<file path="config.mk">
export PLATFORM = sky130hd
export DESIGN_NAME = sc_btn_debounce_pulse
export DESIGN_NICKNAME = d
export VERILOG_FILES = /design/src/rtl/sc_btn_pkg.sv /design/src/rtl/sc_sync_2ff.sv /design/src/rtl/sc_btn_debounce_pulse.sv
export SDC_FILE = /design/constraint.sdc
export NUM_CORES = 1
export LEC_CHECK = 0
export ABC_AREA = 0
export CORE_MARGIN = 2
export CORE_UTILIZATION = 43
export DETAILED_ROUTE_END_ITERATION = 16
export DONT_BUFFER_PORTS = 1
export MAX_ROUTING_LAYER = met4
export PLACE_DENSITY = 0.63
export REMOVE_ABC_BUFFERS = 1
export SETUP_SLACK_MARGIN = 0.4
export SYNTH_ARGS = -nofsm -noshare
export SYNTH_HDL_FRONTEND = slang
export SYNTH_SLANG_ARGS = --single-unit
</file>
<file path="constraint.sdc">
create_clock -name SC_BtnDEBOUNCE_CLOCK_50 -period 2.3 [get_ports SC_BtnDEBOUNCE_CLOCK_50]
set_input_delay 0.575 -clock SC_BtnDEBOUNCE_CLOCK_50 [delete_from_list [all_inputs] [get_ports SC_BtnDEBOUNCE_CLOCK_50]]
set_output_delay 0.575 -clock SC_BtnDEBOUNCE_CLOCK_50 [all_outputs]
set_load 0.02 [all_outputs]
</file>
<file path="src/rtl/sc_btn_pkg.sv">
// Shared types and constants for the SC pushbutton conditioner.
// Imported by the debounce top and any board-input helpers.
package sc_btn_pkg;

  typedef enum logic [1:0] {
    IDLE        = 2'b00,
    PRESS_CHK   = 2'b01,
    HELD        = 2'b10,
    RELEASE_CHK = 2'b11
  } btn_state_e;

  localparam int DEBOUNCE_10MS_50MHZ = 500000;
  localparam int CNT_W_DEFAULT       = 24;

endpackage

</file>
<file path="src/rtl/sc_sync_2ff.sv">
// Two-flop synchronizer for asynchronous board inputs.
// Both flops reset to RST_VAL so a released level is seen at reset.
module sc_sync_2ff #(
  parameter logic RST_VAL = 1'b1
) (
  input  logic clk,
  input  logic rst_n,
  input  logic d,
  output logic q
);

  logic meta_q;
  logic sync_q;

  always_ff @(posedge clk or negedge rst_n) begin
    if (!rst_n) begin
      meta_q <= RST_VAL;
      sync_q <= RST_VAL;
    end else begin
      meta_q <= d;
      sync_q <= meta_q;
    end
  end

  assign q = sync_q;

endmodule

</file>
<file path="src/rtl/sc_btn_debounce_pulse.sv">
// Debounces an active-low pushbutton and emits one-cycle
// increment pulses, with optional auto-repeat while held.
module sc_btn_debounce_pulse
  import sc_btn_pkg::*;
#(
  parameter int DEBOUNCE_CYCLES = DEBOUNCE_10MS_50MHZ,
  parameter int REPEAT_PERIOD   = 0,
  parameter int CNT_W           = CNT_W_DEFAULT
) (
  input  logic       SC_BtnDEBOUNCE_CLOCK_50,
  input  logic       SC_BtnDEBOUNCE_RESET_InLow,
  input  logic       SC_BtnDEBOUNCE_button_InLow,
  input  logic       SC_BtnDEBOUNCE_enable_InHigh,
  output logic       SC_BtnDEBOUNCE_pulse_OutHigh,
  output logic       SC_BtnDEBOUNCE_level_OutHigh,
  output logic [1:0] SC_BtnDEBOUNCE_state_OutBUS
);

  localparam logic [CNT_W-1:0] DB_LAST =
    CNT_W'(DEBOUNCE_CYCLES - 1);
  localparam logic [CNT_W-1:0] RP_LAST =
    CNT_W'((REPEAT_PERIOD > 0) ? REPEAT_PERIOD - 1 : 0);
  localparam bit RP_EN = (REPEAT_PERIOD > 0);
  localparam logic [CNT_W-1:0] ONE = CNT_W'(1);

  logic clk;
  logic rst_n;
  logic sync_n;
  logic sync_pressed;
  logic fire;

  btn_state_e       state_q, state_d;
  logic [CNT_W-1:0] cnt_q, cnt_d;
  logic             pulse_q, pulse_d;
  logic             level_q, level_d;

  assign clk   = SC_BtnDEBOUNCE_CLOCK_50;
  assign rst_n = SC_BtnDEBOUNCE_RESET_InLow;

  sc_sync_2ff #(
    .RST_VAL (1'b1)
  ) u_sync (
    .clk   (clk),
    .rst_n (rst_n),
    .d     (SC_BtnDEBOUNCE_button_InLow),
    .q     (sync_n)
  );

  assign sync_pressed = ~sync_n;

  always_ff @(posedge clk or negedge rst_n) begin
    if (!rst_n) begin
      state_q <= IDLE;
      cnt_q   <= '0;
      pulse_q <= 1'b0;
      level_q <= 1'b0;
    end else begin
      state_q <= state_d;
      cnt_q   <= cnt_d;
      pulse_q <= pulse_d;
      level_q <= level_d;
    end
  end

  // One shared counter times both debounce windows and repeats.
  always_comb begin
    state_d = state_q;
    cnt_d   = cnt_q;
    fire    = 1'b0;
    unique case (state_q)
      IDLE: begin
        if (sync_pressed) begin
          state_d = PRESS_CHK;
          cnt_d   = '0;
        end
      end
      PRESS_CHK: begin
        if (!sync_pressed) begin
          state_d = IDLE;
        end else if (cnt_q == DB_LAST) begin
          state_d = HELD;
          cnt_d   = '0;
          fire    = 1'b1;
        end else begin
          cnt_d = cnt_q + ONE;
        end
      end
      HELD: begin
        if (!sync_pressed) begin
          state_d = RELEASE_CHK;
          cnt_d   = '0;
        end else if (RP_EN) begin
          if (cnt_q == RP_LAST) begin
            fire  = 1'b1;
            cnt_d = '0;
          end else begin
            cnt_d = cnt_q + ONE;
          end
        end else begin
          cnt_d = '0;
        end
      end
      RELEASE_CHK: begin
        if (sync_pressed) begin
          state_d = HELD;
          cnt_d   = '0;
        end else if (cnt_q == DB_LAST) begin
          state_d = IDLE;
          cnt_d   = '0;
        end else begin
          cnt_d = cnt_q + ONE;
        end
      end
      default: begin
        state_d = IDLE;
        cnt_d   = '0;
      end
    endcase
    pulse_d = fire & SC_BtnDEBOUNCE_enable_InHigh;
    level_d = (state_d == HELD) || (state_d == RELEASE_CHK);
  end

  assign SC_BtnDEBOUNCE_pulse_OutHigh = pulse_q;
  assign SC_BtnDEBOUNCE_level_OutHigh = level_q;
  assign SC_BtnDEBOUNCE_state_OutBUS  = state_q;

endmodule

</file>
# Word level (Yosys, flattened, before mapping)
# Index checks and enable logic that the tools add are counted.
# totals
regBits	30
latchBits	0
mem_bits_rw	0
rom_bits	0
mem_count	0
# classes
n_addsub	1
mul	0
n_div	0
magnitude_cmp	0
eq_ne	8
n_shift	0
n_mux	15
bitwise	1
reduce_logical	3
# op_table
cell	count
24-bit 2-to-1 mux	4
24-bit case mux with 4 select lines	1
24-bit by 1-bit adder with 24-bit output (second input constant)	1
24-bit by 19-bit equality test with 1-bit output (second input constant)	1
2-bit 2-to-1 mux	6
2-bit equality test (second input constant)	4
2-bit case mux with 4 select lines	1
2-bit inequality test (second input constant)	2
1-bit 2-to-1 mux	3
2-bit by 1-bit equality test with 1-bit output (second input constant)	1
2-bit logical NOT	1
2-bit AND reduction	1
1-bit bitwise AND	1
1-bit logical OR	1

# Longest topological paths before layout
# Gate-level depths: netlist (run 1).
# logic_depth
word_depth	6
mapped_depth	6
ltp_nobuf	5

# Hierarchy
# From an unflattened synthesis (run 1), not the netlist that was laid out.
# hier_totals
cells_unflattened	163
area_unflattened_um2	1584.0
# modules_own_cells
mod	instances	cells_each	area_per_inst_um2	seq_area_each_um2
sc_btn_debounce_pulse	1	161	1531.5	675.6
sc_sync_2ff	1	2	52.6	52.6

# Worst setup path after synthesis (run 1)
# OpenSTA, ideal clock, no wires.
# synth_path
path_kind	reg2reg
from	register cnt_q[0]
to	register cnt_q[20]
setup_time_ns	0.077
t_arrival_ns	1.799
t_required_ns	2.223
setup_slack_ns	0.424
path_stages_with_launch	7
cell_sequence	dfrtp_1 > ha_1 > nand2_1 > or3_4 > buf_6 > or4_1 > a21oi_1
# synth_between
elab_chain_cells	4
# synth_lines
item	line	rtl
start: declaration	sc_btn_debounce_pulse.sv:33	logic [CNT_W-1:0] cnt_q, cnt_d;
start signal: assignment	sc_btn_debounce_pulse.sv:59	cnt_q <= cnt_d;
24-bit by 1-bit adder with 24-bit output / 24-bit by 19-bit equality test with 1-bit output (equally long branches)	--	
24-bit 2-to-1 mux *	sc_btn_debounce_pulse.sv:80, sc_btn_debounce_pulse.sv:107	
24-bit 2-to-1 mux, on equally long branches	sc_btn_debounce_pulse.sv:104, sc_btn_debounce_pulse.sv:78	
24-bit case mux with 4 select lines *	sc_btn_debounce_pulse.sv:70	unique case (state_q)
# Mark *: on every way between the ends. The rest lies on a longest branch, timed or not. The select of a mux whose other input is x is not followed.
# A chain may end at the register's enable or synchronous reset.

# Worst setup path after layout (run 1)
# layout_path
from	register cnt_q[0]
to	register cnt_q[23]
# Same word-level chain as after synthesis.

==> results.cfg, run 1 <==
[power_and_ir_drop]
p_per_cell_area_nw_per_um2 = 608
cellLeakagePower_nw = 0.720
power.clock.fraction = 0.480
netSwitchingFraction = 0.216
power.switching_uw = 248
internal_power_of_the_cells_uw = 900
sequentialPowerShare = 0.465
comb_power_share = 0.055
vdd_ir_max_mv = 0.434

[sta]
postLayoutSetupSlackWorst_ns = 0.350
fin_crit_ns = 1.95
clock.fmax_ghz = 0.513
rsz0062_at_grt = yes
totalNegativeSetupSlack_ns = 0
finalClockSkew_ns = 0.00611
max_slew.worst_pin.slew_ns = 0.408
final-setup-viol-count = 0
timing.final.max_slew_violations = 0
hold_viol = 0
final_min_period_over_clock_period = 0.848
slew-limit-headroom = 0.728

[worst_setup_path]
worstPathCellList = ha_1 > nand2_2 > or4_4 > o31ai_4 > buf_4 > buf_6 > a21oi_1
cp_data_required_time_ns = 2.46
critical_path.max_stage_delay_ns = 0.47
worst_setup_path_end_kind = flop
worstSetupPathType = reg2reg
critPathArrivalTime_ns = 2.11
path_max_fanout = 5
critical-path-top-delay-family = simple AND/OR/NAND/NOR gates
worst_setup_path_start_kind = flop
cp_num_buf_inv = 2
critical_path.slowest_cell = sky130_fd_sc_hd__or4_4

[route]
final_antenna_net_count = 0
drt_iter0_markers = 87
postRouteWirelength_microns = 3740
avgRoutedWirePerCell_microns = 16.7
detail_route.drc_violations = 0
avgViaCountPerCell = 6.06
dr_total_vias = 1358
detailedRoute.firstPassIterationCount = 6

[place]
place.port_buffers = 0
pre_cts_ws_ns = 0.360
half_perimeter_wire_length_after_detailed_placement_microns = 2290
placed_cells_incl_taps = 205
finalWeightedCongestion = 0.854

[synthesis]
post-synth-top-area-cell = sky130_fd_sc_hd__dfrtp_1
synthesis.instances = 163
synth_top_area_frac = 0.427
post_synth_instance_area_sq_um = 1580
warning_count_from_the_yosys_run = 0
synthTopCellsByArea = sky130_fd_sc_hd__dfrtp_1 (43%), sky130_fd_sc_hd__o31ai_1 (4.3%), sky130_fd_sc_hd__nand4_1 (3.9%)
synth-seq-area-share = 0.460
postSynthRegisterBits = 29
synthDistinctLibCells = 41
synth_area_per_cell_sq_um = 9.72

[layout]
area_growth_syn_to_layout_pct = 19.1
fin_util = 0.523
most-common-layout-cells = sky130_fd_sc_hd__dfrtp_1 (25), sky130_fd_sc_hd__nor2_1 (10), sky130_fd_sc_hd__nand4_1 (10), sky130_fd_sc_hd__nand3_1 (10)
instances_no_fill = 224
fillCellCount = 312
mostFrequentLayoutCell = sky130_fd_sc_hd__dfrtp_1
post_route_cells_drive_above_1_share = 0.250
layout.nets = 180
antenna_cells = 0

[clocking]
cts_tree = yes
tritoncts_num_sinks = 29
root_buffer = sky130_fd_sc_hd__clkbuf_8
max-clock-path-buffers = 2
cts_h_tree_depth = 2
insertion_delay_ns = 0.29
clk_pin_slew_worst_paths_ns = 0.06
cts_made_buffers = 5

[run_status]
status = finished clean

[global_route]
via_count_of_the_first_global_routing_pass = 1276
overflow = 0
grt_pass1_wl_microns = 6020
grt_util_all_layers = 0.199
initial_antenna_violation_count = 0
maximum_number_of_pins_on_one_net_before_global_route_repair = 28

[floorplan]
die-area_sq_um = 4190
die_height_microns = 64.7
die_x_microns = 64.7
starting_density_of_the_core = 0.439
pin_count = 8
floorplan.core_area_sq_um = 3610
num_rows = 22

[flow_run]
maxCapViolCount = 0

[hold_path]
hold_class = in2async
registers in the layout, summed over array words and instances (netlist names):
register,flops
u_sync.q,1
cnt_q,24
SC_BtnDEBOUNCE_level_OutHigh,1
SC_BtnDEBOUNCE_state_OutBUS,1
u_sync.meta_q,1
SC_BtnDEBOUNCE_pulse_OutHigh,1
power by group through the flow:
stage / Combinational [mW] / Sequential [mW] / Clock (mW)
final: 0.0636 / 0.533 / 0.551
after global routing: 0.0694 / 0.535 / 0.582
after CTS: 0.0535 / 0.533 / 0.561
after detailed placement: 0.0335 / 0.542 / 0
after global placement: 0.0332 / 0.542 / 0
after floorplan: 0.0255 / 0.540 / 0
final timing paths:
path                                                         from             to  slack, ns  cells past startpoint
setup / recovery                                         cnt_q[0]      cnt_q[23]       0.35                      7
hold / removal                         SC_BtnDEBOUNCE_RESET_InLow      cnt_q[22]       0.09                      1
setup reg to reg                                         cnt_q[0]      cnt_q[23]       0.35                      7
hold reg to reg                                     u_sync.meta_q       u_sync.q       0.36                      0
max in group asynchronous              SC_BtnDEBOUNCE_RESET_InLow      cnt_q[15]       2.03                      1
min in group SC_BtnDEBOUNCE_CLOCK_50  SC_BtnDEBOUNCE_button_InLow  u_sync.meta_q       0.28                      0
kinds of logic (layout without fill, tap and decap cells):
kind of cell,count (synthesis),after routing,synth area share
AO/OA/AOI/OAI,31,31,0.126
flip-flops,29,29,0.460
AND/OR/NAND/NOR,78,78,0.299
multiplexers,1,1,0.00632
XOR/XNOR,9,9,0.0498
adder cells (fa/ha/maj),2,2,0.0142
buffers and inverters,13,26,0.0458
final cells by class:
cell class,count,area [sq um],area share
multi-input combinational,121,835,0.442
sequential,29,731,0.387
timing repair buffer,14,130,0.0690
clock buffer,7,86.3,0.0458
tap,48,60.1,0.0318
clock inverter,1,30.0,0.0159
inverter,4,15.0,0.00796
cell usage after synthesis, drive strengths merged:
| cell | number |
|---|---|
| inv | 4 |
| clkbuf | 2 |
| nand3 | 11 |
| and3 | 2 |
| and4 | 3 |
| nor2 | 13 |
| nor3 | 1 |
| nand4 | 11 |
| maj3 | 1 |
| o21ai | 5 |
| o31ai | 10 |
| and2 | 3 |
| a22o | 1 |
| o211ai | 1 |
| nand2b | 2 |
| dfrtp | 27 |
| nand2 | 10 |
| mux2i | 1 |
| dfstp | 2 |
| or4b | 1 |
| or3 | 4 |
| nor2b | 1 |
| xor2 | 4 |
| ha | 1 |
| a21oi | 12 |
| nor4b | 3 |
| o41ai | 1 |
| xnor2 | 5 |
| or4 | 9 |
| nor4 | 3 |
| buf | 7 |
| o2111ai | 1 |
| nand4b | 1 |
metal layers:
layer | track usage | wire [microns] | vias up
met5 | - | 0 | -
met4 | 0.101 | 82 | 0
met3 | 0.0590 | 241 | 9
met2 | 0.296 | 1820 | 45
li1 | - | - | 642
met1 | 0.248 | 1600 | 662
through the flow:
stage | cell area, sq um | hold slack, ns | power, mW
after floorplan | 1530 | 0.279 | 0.565
after global placement | 1610 | 0.280 | 0.575
after detailed placement | 1610 | 0.281 | 0.576
after CTS | 1780 | 0.0989 | 1.15
after global routing | 1890 | 0.103 | 1.19
final | 1890 | 0.0910 | 1.15
repair_timing:
| action | 4_1_cts | 5_1_grt |
|---|---|---|
| endpoints found under the hold margin | 27 | 0 |
| endpoints found under the setup margin | 20 | 23 |
| gates resized for setup | 5 | 16 |
| buffers inserted | 0 | 7 |
| gates cloned | 2 | 1 |
| hold buffers | 1 | 0 |
| pin swaps | 2 | 7 |
Note: power is estimated with default switching activity, not from simulation.
==> run 2, diff against run 1 <==
==> constraint.sdc (replaced) <==
create_clock -name SC_BtnDEBOUNCE_CLOCK_50 -period 2 [get_ports SC_BtnDEBOUNCE_CLOCK_50]
set_input_delay 0.5 -clock SC_BtnDEBOUNCE_CLOCK_50 [delete_from_list [all_inputs] [get_ports SC_BtnDEBOUNCE_CLOCK_50]]
set_output_delay 0.5 -clock SC_BtnDEBOUNCE_CLOCK_50 [all_outputs]
set_load 0.02 [all_outputs]
==> run 2 against run 1 <==
  * Sequential cell count did not move
  * Setup slack got worse by 0.15 ns
  * Clock skew rose by 0.00051 ns
  * Combinational power rose by 48%
  * Cell count rose by 6.7%
  * Maximum frequency rose by 8.3%
  * Routed wire length rose by 9.7%
  * Global-route usage rose by 1.9 points
  * Critical endpoint is now cnt_q[7]
==> results.cfg, run 2 (same netlist as run 1, synthesis figures left out) <==
[power_and_ir_drop]
sequentialPowerShare = 0.526
design_power_total_mw = 1.17
p_per_cell_area_nw_per_um2 = 566
internal_power_of_the_cells_uw = 891
vdd_ir_max_mv = 0.512
cellLeakagePower_nw = 0.803
comb_power_share = 0.080
netSwitchingFraction = 0.240
power.clock.fraction = 0.393
power.switching_uw = 281

[sta]
max_slew.worst_pin.slew_ns = 0.349
totalNegativeSetupSlack_ns = 0
final-setup-viol-count = 0
slew-limit-headroom = 0.765
finalHoldWorstSlack_ns = 0.0316
timing.final.max_slew_violations = 0
rsz0062_at_grt = yes
fin_crit_ns = 1.80
hold_viol = 0
clock.fmax_ghz = 0.555
finalClockSkew_ns = 0.00662
final_min_period_over_clock_period = 0.900

[layout]
layout.nets = 195
post_route_cells_drive_above_1_share = 0.382
antenna_cells = 0
most-common-layout-cells = sky130_fd_sc_hd__dfrtp_1 (24), sky130_fd_sc_hd__buf_4 (21), sky130_fd_sc_hd__nand3_1 (11)
registers.top_by_ff_count = cnt_q
mostFrequentLayoutCell = sky130_fd_sc_hd__dfrtp_1
area_growth_syn_to_layout_pct = 30.7
instances_no_fill = 239
largest_reg_flops = 24

[worst_setup_path]
cp_data_required_time_ns = 2.16
worstSetupPathType = reg2reg
timing.critical_path.to = cnt_q[7]
worst_setup_path_end_kind = flop
worst_setup_path_start_kind = flop
reg2reg_to = cnt_q[7]
r2r-start = cnt_q[18]
critPathArrivalTime_ns = 1.96
path_max_fanout = 5
crit_start = cnt_q[18]
worst_r2r_path_depth = 6
worst-r2r-setup-slack_ns = 0.20

[run_status]
status = finished clean

[clocking]
max-clock-path-buffers = 2
tritoncts_num_sinks = 29
cts_made_buffers = 5
insertion_delay_ns = 0.28
cts_h_tree_depth = 2
cts_tree = yes
clk_pin_slew_worst_paths_ns = 0.06
root_buffer = sky130_fd_sc_hd__clkbuf_8

[floorplan]
floorplan.core_area_sq_um = 3610
pin_count = 8
starting_density_of_the_core = 0.439
die_x_microns = 64.7
die_height_microns = 64.7
die-area_sq_um = 4190
num_rows = 22

[global_route]
grt_pass1_wl_microns = 6730
via_count_of_the_first_global_routing_pass = 1418
grt_util_all_layers = 0.218
initial_antenna_violation_count = 0
overflow = 0
maximum_number_of_pins_on_one_net_before_global_route_repair = 28

[flow_run]
maxCapViolCount = 0

[route]
final_antenna_net_count = 0
postRouteWirelength_microns = 4110
detail_route.drc_violations = 0
drt_iter0_markers = 78
detailedRoute.firstPassIterationCount = 4
avgRoutedWirePerCell_microns = 17.2
dr_total_vias = 1439
avgViaCountPerCell = 6.02

[place]
finalWeightedCongestion = 0.828
placed_cells_incl_taps = 209
half_perimeter_wire_length_after_detailed_placement_microns = 2460
place.port_buffers = 0

[hold_path]
hold_class = in2async
run 2: final cells by class:
cell class,instances,area (sq um)
Sequential cell,29,732
Multi-Input combinational cell,122,935
Inverter,4,15.0
Tap cell,48,60.1
Fill cell,315,1540
Clock buffer,8,80.1
Timing Repair Buffer,28,249
run 2: how the worst min path moves through the flow:
stage / startpoint / endpoint / slack (ns) / depth (start not counted)
2_1_floorplan: SC_BtnDEBOUNCE_RESET_InLow / SC_BtnDEBOUNCE_level_OutHigh / 0.20 / 0
3_3_place_gp: SC_BtnDEBOUNCE_RESET_InLow / cnt_q[17] / 0.21 / 0
3_5_place_dp: SC_BtnDEBOUNCE_RESET_InLow / cnt_q[17] / 0.21 / 0
4_1_cts: SC_BtnDEBOUNCE_RESET_InLow / cnt_q[17] / 0.03 / 1
5_1_grt: SC_BtnDEBOUNCE_RESET_InLow / cnt_q[18] / 0.04 / 1
6_report: SC_BtnDEBOUNCE_RESET_InLow / cnt_q[15] / 0.03 / 1
run 2: what timing repair did:
item,CTS,global route
setup buffers,13,5
pin swaps,10,5
hold buffers,1,0
resized for setup,35,14
cloned,3,0
endpoints found under the setup margin,25,25
endpoints found under the hold margin,27,0
run 2: power by group through the flow:
stage / Clock (mW) / Sequential [mW] / Combinational [mW]
after global routing: 0.492 / 0.618 / 0.104
after global placement: 0 / 0.623 / 0.0418
after detailed placement: 0 / 0.623 / 0.0435
after floorplan: 0 / 0.620 / 0.0293
final: 0.461 / 0.617 / 0.0943
after CTS: 0.468 / 0.616 / 0.0850
run 2: per-layer routing:
metal	vias to the layer above	GRT usage	routed length (microns)
li1	673	-	-
met1	719	0.257	1760
met2	38	0.370	2090
met3	9	0.0347	157
met4	0	0.0984	95
met5	-	-	0
run 2: stage by stage:
step                      utilization  setup WS [ns]  instance area (sq um)
after detailed placement        0.455         0.0156                   1640
after global placement          0.455          0.104                   1640
after floorplan                     -         -0.210                   1530
after CTS                       0.547          0.211                   1970
final                           0.574          0.200                   2070
after global routing            0.574          0.143                   2070
run 2: critical path, stage by stage, from the launching register on:
cell and delay, ns:
sky130_fd_sc_hd__dfrtp_1 0.35, sky130_fd_sc_hd__nand4_1 0.18, sky130_fd_sc_hd__or4_4 0.60, sky130_fd_sc_hd__o31ai_4 0.21, sky130_fd_sc_hd__buf_4 0.17, sky130_fd_sc_hd__buf_6 0.12, sky130_fd_sc_hd__nor2_1 0.04
==> run 3, diff against run 2 <==
--- a/config.mk
+++ b/config.mk
@@ -12,6 +12,7 @@
 export DONT_BUFFER_PORTS = 1
 export MAX_ROUTING_LAYER = met4
 export PLACE_DENSITY = 0.63
+export RECOVER_POWER = 100
 export REMOVE_ABC_BUFFERS = 1
 export SETUP_SLACK_MARGIN = 0.4
 export SYNTH_ARGS = -nofsm -noshare
==> run 3 against run 2 <==
  * Register-to-register slack worse by 0.04 ns
  * Clock skew hardly changed
  * Sequential cell count stayed put
  * Cell count stayed put
  * Sequential power hardly changed
  * Core utilization is 1.8 points lower
  * Setup slack worse by 0.044 ns
  * Sequential share of layout area is 1.2 points higher
  * Die area stayed put
  * Largest cell class unchanged
  * Largest power group unchanged
==> results.cfg, run 3 (same netlist as run 1, synthesis figures left out) <==
[run_status]
status = finished clean

[worst_setup_path]
critPathArrivalTime_ns = 2.03
timing.critical_path.to = cnt_q[14]
path_max_fanout = 6
worstSetupPathType = reg2reg
reg2reg_to = cnt_q[14]
worst-r2r-setup-slack_ns = 0.16
worst_r2r_path_depth = 4
crit_start = cnt_q[3]
r2r-start = cnt_q[3]
worst_setup_path_end_kind = flop
worst_setup_path_start_kind = flop
cp_data_required_time_ns = 2.18

[power_and_ir_drop]
cellLeakagePower_nw = 0.782
power.switching_uw = 279
design_power_total_mw = 1.16
p_per_cell_area_nw_per_um2 = 581
vdd_ir_max_mv = 0.511
netSwitchingFraction = 0.240
sequentialPowerShare = 0.530
power.clock.fraction = 0.396
comb_power_share = 0.074
internal_power_of_the_cells_uw = 885

[place]
place.port_buffers = 0
dpl_cell_area_sq_um = 1640
half_perimeter_wire_length_after_detailed_placement_microns = 2460
pre_cts_ws_ns = 0.0156
finalWeightedCongestion = 0.828

[layout]
most-common-layout-cells = sky130_fd_sc_hd__dfrtp_1 (24), sky130_fd_sc_hd__buf_4 (18), sky130_fd_sc_hd__nor2_1 (11), sky130_fd_sc_hd__nand3_1 (11), sky130_fd_sc_hd__nand4_1 (10)
registers.top_by_ff_count = cnt_q
finalInstanceArea_sq_um = 2000
fin_util = 0.556
largest_reg_flops = 24
area_growth_syn_to_layout_pct = 26.5
post_route_cells_drive_above_1_share = 0.330
antenna_cells = 0
layout.nets = 195
mostFrequentLayoutCell = sky130_fd_sc_hd__dfrtp_1

[route]
detail_route.drc_violations = 0
avgViaCountPerCell = 6.08
drt_iter0_markers = 69
dr_total_vias = 1453
avgRoutedWirePerCell_microns = 17.2
postRouteWirelength_microns = 4100
detailedRoute.firstPassIterationCount = 4
final_antenna_net_count = 0

[clocking]
root_buffer = sky130_fd_sc_hd__clkbuf_8
cts_made_buffers = 5
max-clock-path-buffers = 2
insertion_delay_ns = 0.28
cts_h_tree_depth = 2
cts_tree = yes
clk_pin_slew_worst_paths_ns = 0.06
tritoncts_num_sinks = 29

[sta]
hold_viol = 0
totalNegativeSetupSlack_ns = 0
max_slew.worst_pin.slew_ns = 1.47
final-setup-viol-count = 0
rsz0062_at_grt = yes
clock.fmax_ghz = 0.542
postLayoutSetupSlackWorst_ns = 0.156
finalClockSkew_ns = 0.00669
timing.final.max_slew_violations = 0
fin_crit_ns = 1.84
final_min_period_over_clock_period = 0.922
slew-limit-headroom = 0.0171

[hold_path]
hold_class = in2async

[global_route]
grt_util_all_layers = 0.218
grt_pass1_wl_microns = 6730
maximum_number_of_pins_on_one_net_before_global_route_repair = 28
via_count_of_the_first_global_routing_pass = 1418
initial_antenna_violation_count = 0
overflow = 0

[floorplan]
die_height_microns = 64.7
die-area_sq_um = 4190
num_rows = 22
die_x_microns = 64.7
starting_density_of_the_core = 0.439
pin_count = 8
floorplan.core_area_sq_um = 3610

[flow_run]
maxCapViolCount = 0
==> run 3: cell types whose count changed in the layout (fill, tap and decap cells not counted), sizes merged <==
cell,delta
clkbuf,+6
buf,-6
==> run 3: cell type report <==
type	instances	area (sq um)
fill	335	1600
multi-input combinational	122	906
sequential	29	732
timing repair buffer	28	211
clock buffer	8	80.1
tap	48	60.1
inverter	4	15.0
==> run 3: per-layer routing <==
layer	vias up	global-route usage	wire, microns
met3	9	0.0347	192
li1	672	-	-
met2	47	0.370	2100
met4	0	0.0984	90
met5	-	-	0
met1	725	0.257	1720
==> run 3: what timing repair did <==
item / CTS / global route
pin swaps: 10 / 5
gates resized for setup: 35 / 14
setup endpoints to repair: 25 / 25
buffers inserted: 13 / 5
hold buffers: 1 / 0
hold endpoints to repair: 27 / 0
cloned: 3 / 0
==> run 3: worst min-delay path by stage <==
stage,start,end,slack (ns),cells after the start
after global placement,SC_BtnDEBOUNCE_RESET_InLow,cnt_q[17],0.21,0
final,SC_BtnDEBOUNCE_RESET_InLow,u_sync.q,0.06,0
after floorplan,SC_BtnDEBOUNCE_RESET_InLow,SC_BtnDEBOUNCE_level_OutHigh,0.20,0
after CTS,SC_BtnDEBOUNCE_RESET_InLow,cnt_q[17],0.03,1
after detailed placement,SC_BtnDEBOUNCE_RESET_InLow,cnt_q[17],0.21,0
after global routing,SC_BtnDEBOUNCE_RESET_InLow,u_sync.q,0.05,0
==> run 3: worst max-delay path, stage by stage (launching register included) <==
cell and delay [ns]:
sky130_fd_sc_hd__dfrtp_2 0.43, sky130_fd_sc_hd__nand4_2 0.17, sky130_fd_sc_hd__or3_4 0.44, sky130_fd_sc_hd__or4_4 0.49
sky130_fd_sc_hd__a21oi_1 0.21
==> run 3: metrics by stage <==
step | cells | hold WS, ns
after floorplan | 154 | 0.204
after global placement | 209 | 0.205
after detailed placement | 209 | 0.205
after CTS | 234 | 0.0344
after global routing | 239 | 0.0502
final | 239 | 0.0563
==> run 3: power groups by stage <==
stage / combinational, mW / sequential, mW / clock (mW)
detailed placement: 0.0435 / 0.623 / 0
floorplan: 0.0293 / 0.620 / 0
global route: 0.0960 / 0.618 / 0.492
finish: 0.0860 / 0.617 / 0.461
global placement: 0.0418 / 0.623 / 0
CTS: 0.0850 / 0.616 / 0.468
